### config.mk
export PLATFORM = sky130hd
export DESIGN_NAME = dmem_port_arbiter_flat
export DESIGN_NICKNAME = d
export VERILOG_FILES = /design/src/rtl/dmem_port_arbiter_if.sv /design/src/rtl/dmem_port_arbiter.sv /design/src/flat_wrapper.sv
export SDC_FILE = /design/constraint.sdc
export NUM_CORES = 1
export LEC_CHECK = 0
export CORE_ASPECT_RATIO = 0.5
export CORE_MARGIN = 3
export CORE_UTILIZATION = 30
export DETAILED_ROUTE_END_ITERATION = 8
export PLACE_DENSITY = 0.92
export REMOVE_ABC_BUFFERS = 1
export SYNTH_ARGS = -nofsm -noshare
export SYNTH_HDL_FRONTEND = slang
export SYNTH_SLANG_ARGS = --single-unit
### constraint.sdc
create_clock -name clk -period 2.79 [get_ports clk]
set_input_delay 0.558 -clock clk [delete_from_list [all_inputs] [get_ports clk]]
set_output_delay 0.558 -clock clk [all_outputs]
set_load 0.02 [all_outputs]
### src/rtl/dmem_port_arbiter_if.sv
// Requester-side and BRAM-side signals of the data-memory port arbiter.
// The master side drives requests and BRAM read data; the slave side is the arbiter.
interface dmem_port_arbiter_if #(
  parameter int ADDR_WIDTH = 12
);
  logic                  req0;
  logic                  req1;
  logic                  we0;
  logic                  we1;
  logic [31:0]           addr0;
  logic [31:0]           addr1;
  logic [2:0]            f3_0;
  logic [2:0]            f3_1;
  logic [31:0]           wdata0;
  logic [31:0]           wdata1;
  logic                  gnt0;
  logic                  gnt1;
  logic                  rsp_valid0;
  logic                  rsp_valid1;
  logic                  rsp_err;
  logic [31:0]           rsp_rdata;
  logic                  mem_en;
  logic [3:0]            mem_we;
  logic [ADDR_WIDTH-1:0] mem_addr;
  logic [31:0]           mem_wdata;
  logic [31:0]           mem_rdata;

  modport master (
    output req0, req1, we0, we1, addr0, addr1, f3_0, f3_1, wdata0, wdata1,
    input  gnt0, gnt1, rsp_valid0, rsp_valid1, rsp_err, rsp_rdata,
    input  mem_en, mem_we, mem_addr, mem_wdata,
    output mem_rdata
  );

  modport slave (
    input  req0, req1, we0, we1, addr0, addr1, f3_0, f3_1, wdata0, wdata1,
    output gnt0, gnt1, rsp_valid0, rsp_valid1, rsp_err, rsp_rdata,
    output mem_en, mem_we, mem_addr, mem_wdata,
    input  mem_rdata
  );
endinterface

### src/rtl/dmem_port_arbiter.sv
// Round-robin share of one data BRAM between two requesters; grant in IDLE, BRAM op one cycle later,
// response the cycle after that (one op per 3 cycles); requesters hold req until their grant pulse.
module dmem_port_arbiter #(
  parameter int ADDR_WIDTH = 12
) (
  input  logic                clk,
  input  logic                rst,
  dmem_port_arbiter_if.slave  bus
);

  typedef enum logic [1:0] {
    S_IDLE   = 2'd0,
    S_ACCESS = 2'd1,
    S_RESP   = 2'd2
  } state_t;

  state_t state_q;
  state_t state_d;

  logic last_gnt_q;
  logic port_q;
  logic we_q;
  logic err_q;

  logic                  take;
  logic                  sel;
  logic                  s_we;
  logic [31:0]           s_addr;
  logic [2:0]            s_f3;
  logic [31:0]           s_wdata;
  logic                  s_err;
  logic [3:0]            s_be;
  logic [31:0]           s_lanes;
  logic                  mem_en_d;
  logic [3:0]            mem_we_d;
  logic [ADDR_WIDTH-1:0] mem_addr_d;
  logic [31:0]           mem_wdata_d;
  logic                  in_resp;

  // BU/HU are load-only; H needs halfword alignment, W needs word alignment.
  function automatic logic check_err(input logic we, input logic [1:0] off, input logic [2:0] f3);
    logic e;
    case (f3)
      3'b000:  e = 1'b0;
      3'b001:  e = off[0];
      3'b010:  e = (off != 2'b00);
      3'b100:  e = we;
      3'b101:  e = we | off[0];
      default: e = 1'b1;
    endcase
    return e;
  endfunction

  always_comb begin
    state_d     = state_q;
    take        = 1'b0;
    sel         = 1'b0;
    s_we        = 1'b0;
    s_addr      = '0;
    s_f3        = '0;
    s_wdata     = '0;
    s_err       = 1'b0;
    s_be        = 4'b0000;
    s_lanes     = '0;
    mem_en_d    = 1'b0;
    mem_we_d    = 4'b0000;
    mem_addr_d  = '0;
    mem_wdata_d = '0;

    case (state_q)
      S_IDLE: begin
        if (!rst && (bus.req0 || bus.req1)) begin
          take    = 1'b1;
          sel     = (bus.req0 && bus.req1) ? ~last_gnt_q : bus.req1;
          state_d = S_ACCESS;
        end
      end
      S_ACCESS: state_d = S_RESP;
      S_RESP:   state_d = S_IDLE;
      default:  state_d = S_IDLE;
    endcase

    s_we    = sel ? bus.we1    : bus.we0;
    s_addr  = sel ? bus.addr1  : bus.addr0;
    s_f3    = sel ? bus.f3_1   : bus.f3_0;
    s_wdata = sel ? bus.wdata1 : bus.wdata0;
    s_err   = check_err(s_we, s_addr[1:0], s_f3);

    case (s_f3[1:0])
      2'b00: begin
        s_be    = 4'b0001 << s_addr[1:0];
        s_lanes = {4{s_wdata[7:0]}};
      end
      2'b01: begin
        s_be    = 4'b0011 << s_addr[1:0];
        s_lanes = {2{s_wdata[15:0]}};
      end
      default: begin
        s_be    = 4'b1111;
        s_lanes = s_wdata;
      end
    endcase

    if (take && !s_err) begin
      mem_en_d   = 1'b1;
      mem_addr_d = s_addr[ADDR_WIDTH+1:2];
      if (s_we) begin
        mem_we_d    = s_be;
        mem_wdata_d = s_lanes;
      end
    end
  end

  always_ff @(posedge clk) begin
    if (rst) begin
      state_q       <= S_IDLE;
      last_gnt_q    <= 1'b1;
      port_q        <= 1'b0;
      we_q          <= 1'b0;
      err_q         <= 1'b0;
      bus.mem_en    <= 1'b0;
      bus.mem_we    <= 4'b0000;
      bus.mem_addr  <= '0;
      bus.mem_wdata <= '0;
    end else begin
      state_q       <= state_d;
      bus.mem_en    <= mem_en_d;
      bus.mem_we    <= mem_we_d;
      bus.mem_addr  <= mem_addr_d;
      bus.mem_wdata <= mem_wdata_d;
      if (take) begin
        last_gnt_q <= sel;
        port_q     <= sel;
        we_q       <= s_we;
        err_q      <= s_err;
      end
    end
  end

  // A reset landing in RESP suppresses the response pulse.
  assign in_resp        = (state_q == S_RESP) && !rst;
  assign bus.gnt0       = take & ~sel;
  assign bus.gnt1       = take & sel;
  assign bus.rsp_valid0 = in_resp & ~port_q;
  assign bus.rsp_valid1 = in_resp & port_q;
  assign bus.rsp_err    = in_resp & err_q;
  assign bus.rsp_rdata  = (in_resp && !err_q && !we_q) ? bus.mem_rdata : 32'h0;

  logic unused_addr_bits;
  assign unused_addr_bits = ^{s_addr[31:ADDR_WIDTH+2]};

endmodule
### src/flat_wrapper.sv
// flat-port wrapper written by rule: the top's interface ports become plain ports
module dmem_port_arbiter_flat 
#(
  parameter int ADDR_WIDTH = 12
)
  (clk, rst, bus_req0, bus_req1, bus_we0, bus_we1, bus_addr0, bus_addr1, bus_f3_0, bus_f3_1, bus_wdata0, bus_wdata1, bus_gnt0, bus_gnt1, bus_rsp_valid0, bus_rsp_valid1, bus_rsp_err, bus_rsp_rdata, bus_mem_en, bus_mem_we, bus_mem_addr, bus_mem_wdata, bus_mem_rdata);
  dmem_port_arbiter_if #(.ADDR_WIDTH(ADDR_WIDTH)) bus_i ();
  input  logic clk;
  input  logic rst;
  input wire logic [$bits(bus_i.req0)-1:0] bus_req0;
  input wire logic [$bits(bus_i.req1)-1:0] bus_req1;
  input wire logic [$bits(bus_i.we0)-1:0] bus_we0;
  input wire logic [$bits(bus_i.we1)-1:0] bus_we1;
  input wire logic [$bits(bus_i.addr0)-1:0] bus_addr0;
  input wire logic [$bits(bus_i.addr1)-1:0] bus_addr1;
  input wire logic [$bits(bus_i.f3_0)-1:0] bus_f3_0;
  input wire logic [$bits(bus_i.f3_1)-1:0] bus_f3_1;
  input wire logic [$bits(bus_i.wdata0)-1:0] bus_wdata0;
  input wire logic [$bits(bus_i.wdata1)-1:0] bus_wdata1;
  output wire logic [$bits(bus_i.gnt0)-1:0] bus_gnt0;
  output wire logic [$bits(bus_i.gnt1)-1:0] bus_gnt1;
  output wire logic [$bits(bus_i.rsp_valid0)-1:0] bus_rsp_valid0;
  output wire logic [$bits(bus_i.rsp_valid1)-1:0] bus_rsp_valid1;
  output wire logic [$bits(bus_i.rsp_err)-1:0] bus_rsp_err;
  output wire logic [$bits(bus_i.rsp_rdata)-1:0] bus_rsp_rdata;
  output wire logic [$bits(bus_i.mem_en)-1:0] bus_mem_en;
  output wire logic [$bits(bus_i.mem_we)-1:0] bus_mem_we;
  output wire logic [$bits(bus_i.mem_addr)-1:0] bus_mem_addr;
  output wire logic [$bits(bus_i.mem_wdata)-1:0] bus_mem_wdata;
  input wire logic [$bits(bus_i.mem_rdata)-1:0] bus_mem_rdata;
  assign bus_i.req0 = bus_req0;
  assign bus_i.req1 = bus_req1;
  assign bus_i.we0 = bus_we0;
  assign bus_i.we1 = bus_we1;
  assign bus_i.addr0 = bus_addr0;
  assign bus_i.addr1 = bus_addr1;
  assign bus_i.f3_0 = bus_f3_0;
  assign bus_i.f3_1 = bus_f3_1;
  assign bus_i.wdata0 = bus_wdata0;
  assign bus_i.wdata1 = bus_wdata1;
  assign bus_gnt0 = bus_i.gnt0;
  assign bus_gnt1 = bus_i.gnt1;
  assign bus_rsp_valid0 = bus_i.rsp_valid0;
  assign bus_rsp_valid1 = bus_i.rsp_valid1;
  assign bus_rsp_err = bus_i.rsp_err;
  assign bus_rsp_rdata = bus_i.rsp_rdata;
  assign bus_mem_en = bus_i.mem_en;
  assign bus_mem_we = bus_i.mem_we;
  assign bus_mem_addr = bus_i.mem_addr;
  assign bus_mem_wdata = bus_i.mem_wdata;
  assign bus_i.mem_rdata = bus_mem_rdata;
  dmem_port_arbiter #(.ADDR_WIDTH(ADDR_WIDTH)) u_core (.clk(clk), .rst(rst), .bus(bus_i));
endmodule
; Word-level counts from Yosys, hierarchy flattened
; Cells that the tools add are included.
[totals]
regBits = 55
inputBits = 172
output_inout_bits = 86
word_cells = 63
[classes]
n_reduce_logical = 17
shift = 2
n_bitwise = 11
n_mux = 16
n_eq_ne = 8
[ops]
columns = cell, n
row1 = 2-to-1 mux 32 bit, 2
row2 = case mux 32 bit (2 select lines), 1
row3 = 2-to-1 mux 14 bit, 1
row4 = case mux 4 bit (2 select lines), 1
row5 = 2-to-1 mux 1 bit, 7
row6 = equality test 3 bit (second input constant), 2
row7 = logical AND 1 bit, 6
row8 = AND 1 bit, 5
row9 = inverter 1 bit, 5
row10 = case mux 1 bit (5 select lines), 1
row11 = equality test 2 x 1 -> 1 bit (second input constant), 2
row12 = zero test 1 bit, 4
row13 = zero test 2 bit, 2
row14 = case mux 2 bit (2 select lines), 1
row15 = << shifter 1 x 2 -> 4 bit (first input constant), 1
row16 = << shifter 2 x 2 -> 4 bit (first input constant), 1
row17 = equality test 3 x 1 -> 1 bit (second input constant), 1
row18 = equality test 3 x 2 -> 1 bit (second input constant), 1
row19 = zero test 3 bit, 1
row20 = 2-to-1 mux 3 bit, 1
row21 = OR reduction 3 bit, 1
row22 = equality test 2 bit (second input constant), 1
row23 = 2-to-1 mux 2 bit, 1
row24 = inequality test 2 x 1 -> 1 bit (second input constant), 1
row25 = 4 further kinds, 4

; Longest topological paths before layout
[logic_depth]
depth_word = 11
mapped_depth = 8
depth_no_buf = 6

; Worst setup path after synthesis
; Ideal clock, no wire load.
[synth_timing]
path_type = input port to output port
from = input rst
to = output bus_gnt1
stages = 5
t_required_ns = 2.232
n_path_buf = 2
t_arrival_ns = 1.787
path_slack_ns = 0.445
path_cell_list = buf_2 nor3_1 nand2_1 clkinv_1 clkbuf_1
[synth_via]
elab_chain_len = 5
word_cells_on_any_way = 7
classes_between = 4 x mux / 1 x bitwise / 2 x reduce/logical
[synth_rtl]
columns = item, line_no
row1 = "start, declared", flat_wrapper.sv:9  ; input logic rst;
row2 = zero test 1 bit (*), dmem_port_arbiter.sv:72  ; if (!rst && (bus.req0 || bus.req1)) begin
row3 = logical AND 1 bit (*), dmem_port_arbiter.sv:72
row4 = 2-to-1 mux 1 bit, dmem_port_arbiter.sv:72
row5 = 2-to-1 mux 1 bit, dmem_port_arbiter.sv:70  ; case (state_q)
row6 = AND 1 bit (*), dmem_port_arbiter.sv:143  ; assign bus.gnt1 = take & sel;
row7 = "end, declared", flat_wrapper.sv:21  ; output wire logic [$bits(bus_i.gnt1)-1:0] bus_gnt1;
; Every way passes the cells marked *; elsewhere a longest branch is shown, timed or not.

; Worst setup path after layout
[layout_timing]
from = input rst
to = output bus_rsp_rdata[23]
[layout_via]
elab_chain_len = 5
[layout_rtl]
columns = item, line_no
row1 = zero test 1 bit, dmem_port_arbiter.sv:141  ; assign in_resp = (state_q == S_RESP) && !rst;
row2 = logical AND 1 bit, dmem_port_arbiter.sv:141
row3 = logical AND 1 bit (2 in a row), dmem_port_arbiter.sv:147  ; assign bus.rsp_rdata = (in_resp && !err_q && !we_q) ? bus.mem_rdata : 32'h0;
row4 = 2-to-1 mux 32 bit, dmem_port_arbiter.sv:147
row5 = "end, declared", flat_wrapper.sv:25  ; output wire logic [$bits(bus_i.rsp_rdata)-1:0] bus_rsp_rdata;
; No other way between the ends.

==> flow_summary.ini <==
[outcome]
run_status = finished, final reports clean

[critical_path]
critPathLaunchType = input pin
path_max_fanout = 22
path_buf_inv = 3
rrSetupSlack_ps = 640
crit_chain = clkdlybuf4s50_1 > nor2_1 > nand2_1 > nor3_2 > buf_6 > and2_1 > dlygate4sd2_1
r2r-start = u_core.state_q[1]$_SDFFE_PP0P_
required_ps = 2230
end_kind = output port
cpPeakStageDelay_ps = 420
reg2reg_to = u_core.bus.mem_wdata[26]$_SDFF_PP0_
critPathTopFamily = buffers and inverters
crit_path_top_delay_cell = clkdlybuf4s50_1
crit_arrival_ps = 2110
reg2regPathDepth = 7
crit_type = in2out

[clock_network]
clock-sinks = 55
post_cts_buffers = 0
postCtsHoldBufs = 0
cts_tree = built
cts_root_buf = clkbuf_16
numCtsBuffers = 5
clk_latency_ps = 300
clk_pin_slew_ps = 70
cts_buffer_depth = 2
h-tree-depth = 2

[logic_synthesis]
synth_warnings = 0
synth_area_um2 = 2710
syn_inst = 303
yosysTopAreaCell = dfxtp_1
ys_ff_latch = 55
yosys.area.top_type_share = 0.4063
ys_seq_area_frac = 0.4063
syn_area_per_cell_um2 = 8.944
synth.distinct_cells = 38
synthTopCellsByArea = dfxtp_1 (41%), mux2i_1 (9.6%), and2_1 (7.8%)

[place]
place_ws_ps = -165.5
gp_congestion = 0.8119
port_buffers = 221
place_area_um2 = 5238
dpl.hpwl_mm = 8.713

[die]
coreArea_um2 = 8374
start_util = 0.3236
die_area_um2 = 10280
die_y_um = 73.21
num_rows = 23
die_w_um = 140.4
pin_count = 258

[worst_hold_path]
whs_endpoint = u_core.we_q$_SDFFE_PP0P_
hold_start = u_core.we_q$_SDFFE_PP0P_
hold-path-cell-count = 2
hp-class = reg2reg

[cells_and_area]
layout-drive-gt1-share = 0.1292
syn_to_final_growth_pct = 97.41
utilization = 0.6389
num_antenna_cells = 0
postLayoutCellArea_um2 = 5350
final_net_count = 713

[drt]
vias_per_cell = 4.654
wl_per_cell_um = 16.64
drt-pass1-iter-count = 4
drc = 0
drt.antenna.violating_nets = 0
drt_iter0_drc = 106
num_vias = 3044
wl_mm = 10.88

[global_route]
grt_pass1_vias = 3183
grt_max_degree = 27
grt_first_pass_wirelength_mm = 16.73
antenna_found_initial = 0
overflow = 0
grt.total_usage = 0.2040

[timing]
timing.final.ws_setup_ps = 121.5
fin_crit_ps = 2669
hold_viol_final = 0
fin_crit_sh = 0.9565
maxSlewViolCount = 0
tightest_slew_ps = 954.8
setup_viol = 0
fin_skew_ps = 6.641
max_freq_mhz = 374.7
relSlewSlack = 0.3605
rsz0062_at_grt = no

[power]
leakage_nw = 2.351
power_density_nw_per_um2 = 376.8
vdd_drop_max_mv = 0.2972
total_power_w = 0.002016

[run]
maxCapViolations = 0
[synth_stat cells, drive strengths merged]
cell type,n
dfxtp,55
and2,34
nand2,30
a21oi,29
mux2i,26
nor2,25
a211oi,15
clkbuf,11
mux2,9
buf,8
o22a,8
or2,8
nor2b,7
o21ai,6
and3,4
inv,3
nor3,3
nand2b,2
nand3,2
nand3b,2
a211o,1
a21bo,1
a21boi,1
a31oi,1
a41oi,1
clkinv,1
nand4,1
nor3b,1
nor4,1
nor4b,1
o2111ai,1
o211ai,1
o221ai,1
o31ai,1
or3,1
or4,1
[cell type report]
cell class	instances	area, um2
Sequential cell	55	1101
Fill cell	667	3024
Clock inverter	3	25.02
Multi-Input combinational cell	225	1514
Inverter	4	15.01
Clock buffer	5	125.1
Timing Repair Buffer	250	2430
Tap cell	112	140.1
[how the worst max path moves through the flow]
stage | start | endpoint | slack [ps] | cells after the start
after global placement | rst | bus_rsp_rdata[19] | -90 | 7
after CTS | rst | bus_rsp_rdata[23] | 90 | 7
after detailed placement | rst | bus_rsp_rdata[19] | -170 | 7
final | rst | bus_rsp_rdata[23] | 120 | 7
after floorplan | bus_req1 | u_core.bus.mem_wdata[10]$_SDFF_PP0_ | -1560 | 6
after global routing | rst | bus_rsp_rdata[23] | 20 | 7
[cell families (layout without fill, tap and decap cells)]
logic type,after synthesis,count (layout),share of synthesized area
and+or+nand+nor,123,123,0.2355
buffers and inverters,23,262,0.03785
AOI/OAI and AO/OA,67,67,0.1870
DFF,55,55,0.4063
muxes,35,35,0.1334
[worst reg2reg max path: stages (launching register included)]
cell and delay (ps):
dfxtp_1 360, or3_4 400, buf_4 160, o21ai_0 250
nand4_1 200, buf_12 210, or2_2 290, a21oi_1 200
[power by group]
| group | internal (W) | switching (W) | leakage, nW |
|---|---|---|---|
| Combinational | 0.000327 | 0.000227 | 1.84 |
| Sequential | 0.000810 | 0.0000116 | 0.446 |
| Clock | 0.000337 | 0.000304 | 0.0700 |
| Total | 0.00147 | 0.000542 | 2.35 |
[what timing repair did]
item                       in CTS  in global routing
gates cloned                    0                  0
pin swaps                       0                  0
setup endpoints to repair      34                 10
gates resized for setup        34                  2
[metrics by stage]
stage / instances / setup TNS (ps) / hold WS (ps)
3_3_place_gp: 646 / -2095 / 458.2
4_1_cts: 654 / 0 / 486.6
5_1_grt: 654 / 0 / 496.7
3_5_place_dp: 646 / -3849 / 476.7
2_1_floorplan: 284 / -75610 / 430.4
6_report: 654 / 0 / 486.0
[registers in the layout, summed over array words and instances, names as in the netlist]
| name | cells |
|---|---|
| u_core.last_gnt_q | 1 |
| u_core.we_q | 1 |
| u_core.bus.mem_en | 1 |
| u_core.bus.mem_addr | 12 |
| u_core.bus.mem_wdata | 32 |
| u_core.err_q | 1 |
| u_core.state_q | 2 |
| u_core.port_q | 1 |
| u_core.bus.mem_we | 4 |
[layout by cell type, fill, tap and decap left out, types with 25 or more instances in the layout]
master / instances
nand2_1: 29
clkdlybuf4s50_1: 187
dlygate4sd2_1: 33
nor2_1: 25
and2_1: 34
dfxtp_1: 55
a21oi_1: 29
mux2i_1: 26
buf_4: 25
[per-layer routing]
layer  GRT usage  part of all wire
met4     0.04619             0.016
met1      0.2273              0.39
met2      0.4057              0.56
met5           0                 0
met3     0.04058             0.038
Note: power is estimated with default switching activity, not from simulation.
